--- config.mk ---
export PLATFORM = sky130hd
export DESIGN_NAME = z80_int_controller
export DESIGN_NICKNAME = d
export VERILOG_FILES = /design/src/rtl/z80_int_controller_pkg.sv /design/src/rtl/z80_int_controller_prio_enc.sv /design/src/rtl/z80_int_controller.sv
export SDC_FILE = /design/constraint.sdc
export NUM_CORES = 1
export LEC_CHECK = 0
export CORE_MARGIN = 1.5
export CORE_UTILIZATION = 54
export DETAILED_ROUTE_END_ITERATION = 6
export PLACE_DENSITY = 0.83
export SLEW_MARGIN = 5
export SYNTH_ARGS = -nofsm -noshare
export SYNTH_HDL_FRONTEND = slang
export SYNTH_SLANG_ARGS = --single-unit
--- constraint.sdc ---
create_clock -name i_clk -period 4.8 [get_ports i_clk]
set_input_delay 0.96 -clock i_clk [delete_from_list [all_inputs] [get_ports i_clk]]
set_output_delay 0.96 -clock i_clk [all_outputs]
set_load 0.03 [all_outputs]
--- src/rtl/z80_int_controller_pkg.sv ---
// z80_int_controller_pkg: register map, FSM states and spurious id shared by the interrupt controller
package z80_int_controller_pkg;
   localparam logic [1:0] REG_MASK  = 2'd0;
   localparam logic [1:0] REG_PEND  = 2'd1;
   localparam logic [1:0] REG_VBASE = 2'd2;
   localparam logic [1:0] REG_ISR   = 2'd3;
   localparam logic [2:0] SPUR_ID   = 3'b111;
   typedef enum logic [1:0] {S_IDLE, S_REQ, S_ACK} state_e;
endpackage

--- src/rtl/z80_int_controller_prio_enc.sv ---
// z80_int_controller_prio_enc: lowest-index-first priority encoder with valid flag
module z80_int_controller_prio_enc #(
   parameter int N = 8
) (
   input  logic [N-1:0] req_i,
   output logic [2:0]   idx_o,
   output logic         vld_o
);
   // scan downwards so the lowest set index is the one left standing
   always_comb begin
      idx_o = 3'd0;
      vld_o = |req_i;
      for (int i = N - 1; i >= 0; i--)
         if (req_i[i]) idx_o = 3'(i);
   end
endmodule

--- src/rtl/z80_int_controller.sv ---
// z80_int_controller: IM2 vectored interrupt controller with fixed priority and nesting
module z80_int_controller
   import z80_int_controller_pkg::*;
#(
   parameter int N_IRQ       = 8,
   parameter int SYNC_STAGES = 2
) (
   input  logic             i_clk,
   input  logic             i_reset_n,
   input  logic             i_cs_n,
   input  logic             i_rd_n,
   input  logic             i_wr_n,
   input  logic [1:0]       i_addr,
   input  logic [7:0]       i_data,
   output logic [7:0]       o_data,
   input  logic             i_m1_n,
   input  logic             i_iorq_n,
   input  logic [N_IRQ-1:0] i_irq,
   output logic             o_int,
   output logic [7:0]       o_vec,
   output logic             o_vec_oe
);
   logic [N_IRQ-1:0] sync_q [SYNC_STAGES];
   logic [N_IRQ-1:0] mask_q, isr_q, isr_d, pend;
   logic [3:0]       vbase_q;
   logic [2:0]       id_q, id_d, win_idx, top_idx;
   logic             win_v, top_v, eligible, inta, wr_act, wr_q, we, eoi, ack_set, rd_unused;
   state_e           state_q, state_d;

   // reads are combinational on the address, so the read strobe carries no information here
   assign rd_unused = i_rd_n;
   assign pend      = sync_q[SYNC_STAGES-1] & mask_q;
   assign inta      = ~i_m1_n & ~i_iorq_n;
   assign wr_act    = ~i_cs_n & ~i_wr_n;
   assign we        = wr_act & ~wr_q;
   assign eoi       = we & (i_addr == REG_ISR);
   assign eligible  = win_v & (~top_v | (win_idx < top_idx));
   assign o_int     = state_q == S_REQ;
   assign o_vec_oe  = state_q == S_ACK;
   assign o_vec     = {vbase_q, id_q, 1'b0};

   z80_int_controller_prio_enc #(.N(N_IRQ)) u_win (.req_i(pend),  .idx_o(win_idx), .vld_o(win_v));
   z80_int_controller_prio_enc #(.N(N_IRQ)) u_top (.req_i(isr_q), .idx_o(top_idx), .vld_o(top_v));

   // bring the asynchronous request levels into the clock domain
   always_ff @(posedge i_clk or negedge i_reset_n)
      if (!i_reset_n)
         for (int s = 0; s < SYNC_STAGES; s++) sync_q[s] <= '0;
      else begin
         sync_q[0] <= i_irq;
         for (int s = 1; s < SYNC_STAGES; s++) sync_q[s] <= sync_q[s-1];
      end

   // request -> acknowledge sequencing; the id is latched at INTA and frozen for the whole ACK
   always_comb begin
      state_d = state_q;
      id_d    = id_q;
      ack_set = 1'b0;
      unique case (state_q)
         S_IDLE: state_d = eligible ? S_REQ : S_IDLE;
         S_REQ:
            if (inta) begin
               state_d = S_ACK;
               id_d    = eligible ? win_idx : SPUR_ID;
               ack_set = eligible;
            end else if (!eligible) state_d = S_IDLE;
         S_ACK:  state_d = inta ? S_ACK : S_IDLE;
         default: state_d = S_IDLE;
      endcase
   end

   // EOI retires the highest-priority in-service bit before the new acknowledge sets its own
   always_comb begin
      isr_d = isr_q;
      if (eoi && top_v) isr_d[top_idx] = 1'b0;
      if (ack_set) isr_d[win_idx] = 1'b1;
   end

   // register file, write edge detect and FSM state
   always_ff @(posedge i_clk or negedge i_reset_n)
      if (!i_reset_n) begin
         state_q <= S_IDLE;
         id_q    <= 3'd0;
         mask_q  <= '0;
         vbase_q <= 4'd0;
         isr_q   <= '0;
         wr_q    <= 1'b0;
      end else begin
         state_q <= state_d;
         id_q    <= id_d;
         isr_q   <= isr_d;
         wr_q    <= wr_act;
         if (we && i_addr == REG_MASK)  mask_q  <= i_data[N_IRQ-1:0];
         if (we && i_addr == REG_VBASE) vbase_q <= i_data[7:4];
      end

   // read mux
   always_comb
      o_data = i_addr == REG_MASK  ? 8'(mask_q) :
               i_addr == REG_PEND  ? 8'(pend)   :
               i_addr == REG_VBASE ? {vbase_q, 4'h0} : 8'(isr_q);
endmodule

==> metrics <==
GRT Util Overall 0.2302; routed len/inst 15.84 um; GRT met1 Usage 0.2764; Setup WS pre-CTS 0.8550 ns; maxcap violations 0; core area 0.003442 mm^2; Min-Delay Path Class reg -> reg; Vias 1628; count leader, synth dfrtp_1; post-synth top area share 0.5270; clock buffer depth 2; vias per cell 5.856; non-filler instance count after layout 278; hold path depth 0; Clk pin slew, worst setup/hold paths 0.07 ns; Yosys cell types 40; largest area contributor in the netlist dfrtp_1; Multi-input gate area 909.6 um^2; pin count of the biggest net entering global routing 43; initial core utilization 0.5794; internal power 0.8647 mW; first-pass iteration count of the detailed router 4; fin util 0.7376; combinational power share 0.450; slowest cell delay on critical path 0.73 ns; gr busiest metal met2; Worst Path Max Fanout 12; post-synthesis cell count 188; share of layout cells above drive strength 1 0.1336; crit path kind in -> out; Worst-Skew Late Latency 0.29 ns; Period minus WS final 4.003 ns; CTS tree yes; Final setup viols 0; Die W 63.77 um; pwr dens 562.1 mW/mm^2; maximum clock frequency 249.8 MHz; FF-to-FF path depth 6; hold buffer count at CTS 0; Post-Route WL 4404 um; first-pass GRT wire length 7231 um; RSZ-0062 raised after global routing no; GR Util met3 0.05282; Final Cycle Share 0.8340; synth warn 0; final hold vios 0; Avg Inst Size Synth 10.61 um^2; initial antenna violation count 0; port bufs 40; Seq pwr share 0.362; clock network power share 0.189; crit path cell chain clkdlybuf4s50_1 -> inv_1 -> o21ai_0 -> o21ai_0 -> clkdlybuf4s50_1; Reg area 0.001051 mm^2; Core Rows 21; startpoint types input port; M2 GR Usage 0.4105; DRC 0; WP data arrival 3.04 ns; final worst slack 0.7966 ns; actual slew at the worst max-slew pin 0.8906 ns; Antenna Cells 0; largest cells by area after synthesis dfrtp_1, mux2_2, o21ai_0; total CTS buffers 5; Total Power 1.427 mW; # IOs 43; Area Overhead vs Synth 27.29%; Net Sw Frac 0.3940; mapped cell area 0.001994 mm^2; htree depth 2; Clock Root Buffer clkbuf_8; number of global-route vias before repair 1597; dpl cells 270; Fillers 236; slowest stage cell on the critical path clkdlybuf4s50_1; CTS resizes 0; Antenna Nets Post-Route 0; commonest cells in the netlist dfrtp_1, nand2_1, o21ai_0, mux2_2, o21ai_1; sequential share of the synthesized area 0.5270; status complete, no violations; final clock skew 0.007747 ns; peak supply drop 305.3 uV; Syn Nets 219; setup_tns 0 ns; FFs w/ async S/R, synth 1.000; CP required 3.84 ns; Sw Pwr 0.5622 mW; Slew Viols, Final 0; number of synthesized flops with an enable pin 0; layout net count 262; Synth Register Bits 42; die area 0.004067 mm^2; Placer Congestion 0.9533; Post-CTS Setup Inserts 0; CP Capture Type primary output; total global routing overflow 0; Die Ht 63.77 um; hpwl dp 3300 um; Worst slew margin 0.4063; Starting DRT DRC Count 162; static leakage 1.054 nW; Clock Sinks 42; Top FF cell, synth dfrtp_1
## power groups by stage
stage	clock network, mW	logic (mW)	registers [mW]
floorplan	0	0.409	0.533
global placement	0	0.609	0.512
detailed placement	0	0.633	0.521
CTS	0.274	0.635	0.514
global route	0.294	0.691	0.526
finish	0.269	0.641	0.516
## final timing paths
path | start | to | slack (ns)
hold reg to reg | sync_q[10] | sync_q[2] | 0.35
hold / removal | sync_q[10] | sync_q[2] | 0.35
min in group asynchronous | i_reset_n | isr_q[7] | 0.79
setup / recovery | i_addr[0] | o_data[3] | 0.80
setup reg to reg | isr_q[0] | id_q[0] | 2.18
max in group asynchronous | i_reset_n | sync_q[0] | 3.45
## state kept, by name, indices dropped and copies added (netlist names)
signal	count
vbase_q	4
id_q	3
sync_q	16
mask_q	8
wr_q	1
state_q	2
isr_q	8
## metrics by stage
step	instance area, um^2	hold WS, ns
6_report	2539	0.3500
5_1_grt	2539	0.3585
4_1_cts	2539	0.3528
3_5_place_dp	2429	0.3356
3_3_place_gp	2429	0.3315
2_1_floorplan	1994	0.3312
## placed cells by master (no fill, tap or decap), types with 2 or more instances in the layout
cell type and n:
nand2_1 25, o21ai_0 20, a22oi_1 2, a21oi_1 5
clkbuf_8 5, inv_1 4, clkdlybuf4s50_1 39, or2_1 2
o31ai_1 2, nor2_1 9, ha_1 6, nand3_1 6
o2bb2ai_1 3, nor3_1 2, dfrtp_1 42, o21ai_1 10
or3_1 3, nor2b_1 2, and2_1 3, o211ai_1 3
mux2_2 16
## metal layers
layer  vias to the layer above  routed length (um)
met4                         0                  42
met3                         6                 187
met1                       800                1818
met5                         -                   0
met2                        64                2355
li1                        758                   -
## final cells by class
| class | count | share of cell area |
|---|---|---|
| clock buffers | 6 | 0.02859 |
| clock inverters | 2 | 0.01479 |
| inverters | 4 | 0.005914 |
| multi-input cells | 138 | 0.3583 |
| flip-flops and latches | 42 | 0.4140 |
| well taps | 46 | 0.02267 |
| repair buffers | 40 | 0.1557 |
## critical path: cells and delay by family
family	cells	cell delay, ns
AOI/OAI and AO/OA	2	0.36
buffers and inverters	3	1.73
## cells by family (layout without fill, tap and decap cells)
kind of cell,after synthesis,after routing,synth area share
AO/OA/AOI/OAI,55,55,0.1706
other,1,1,0.001880
buffers and inverters,8,52,0.01694
AND/OR/NAND/NOR,60,60,0.1556
adder cells (fa/ha/maj),6,6,0.03764
multiplexers,16,16,0.09034
flip-flops,42,42,0.5270
Note: power is estimated with default switching activity, not from simulation.
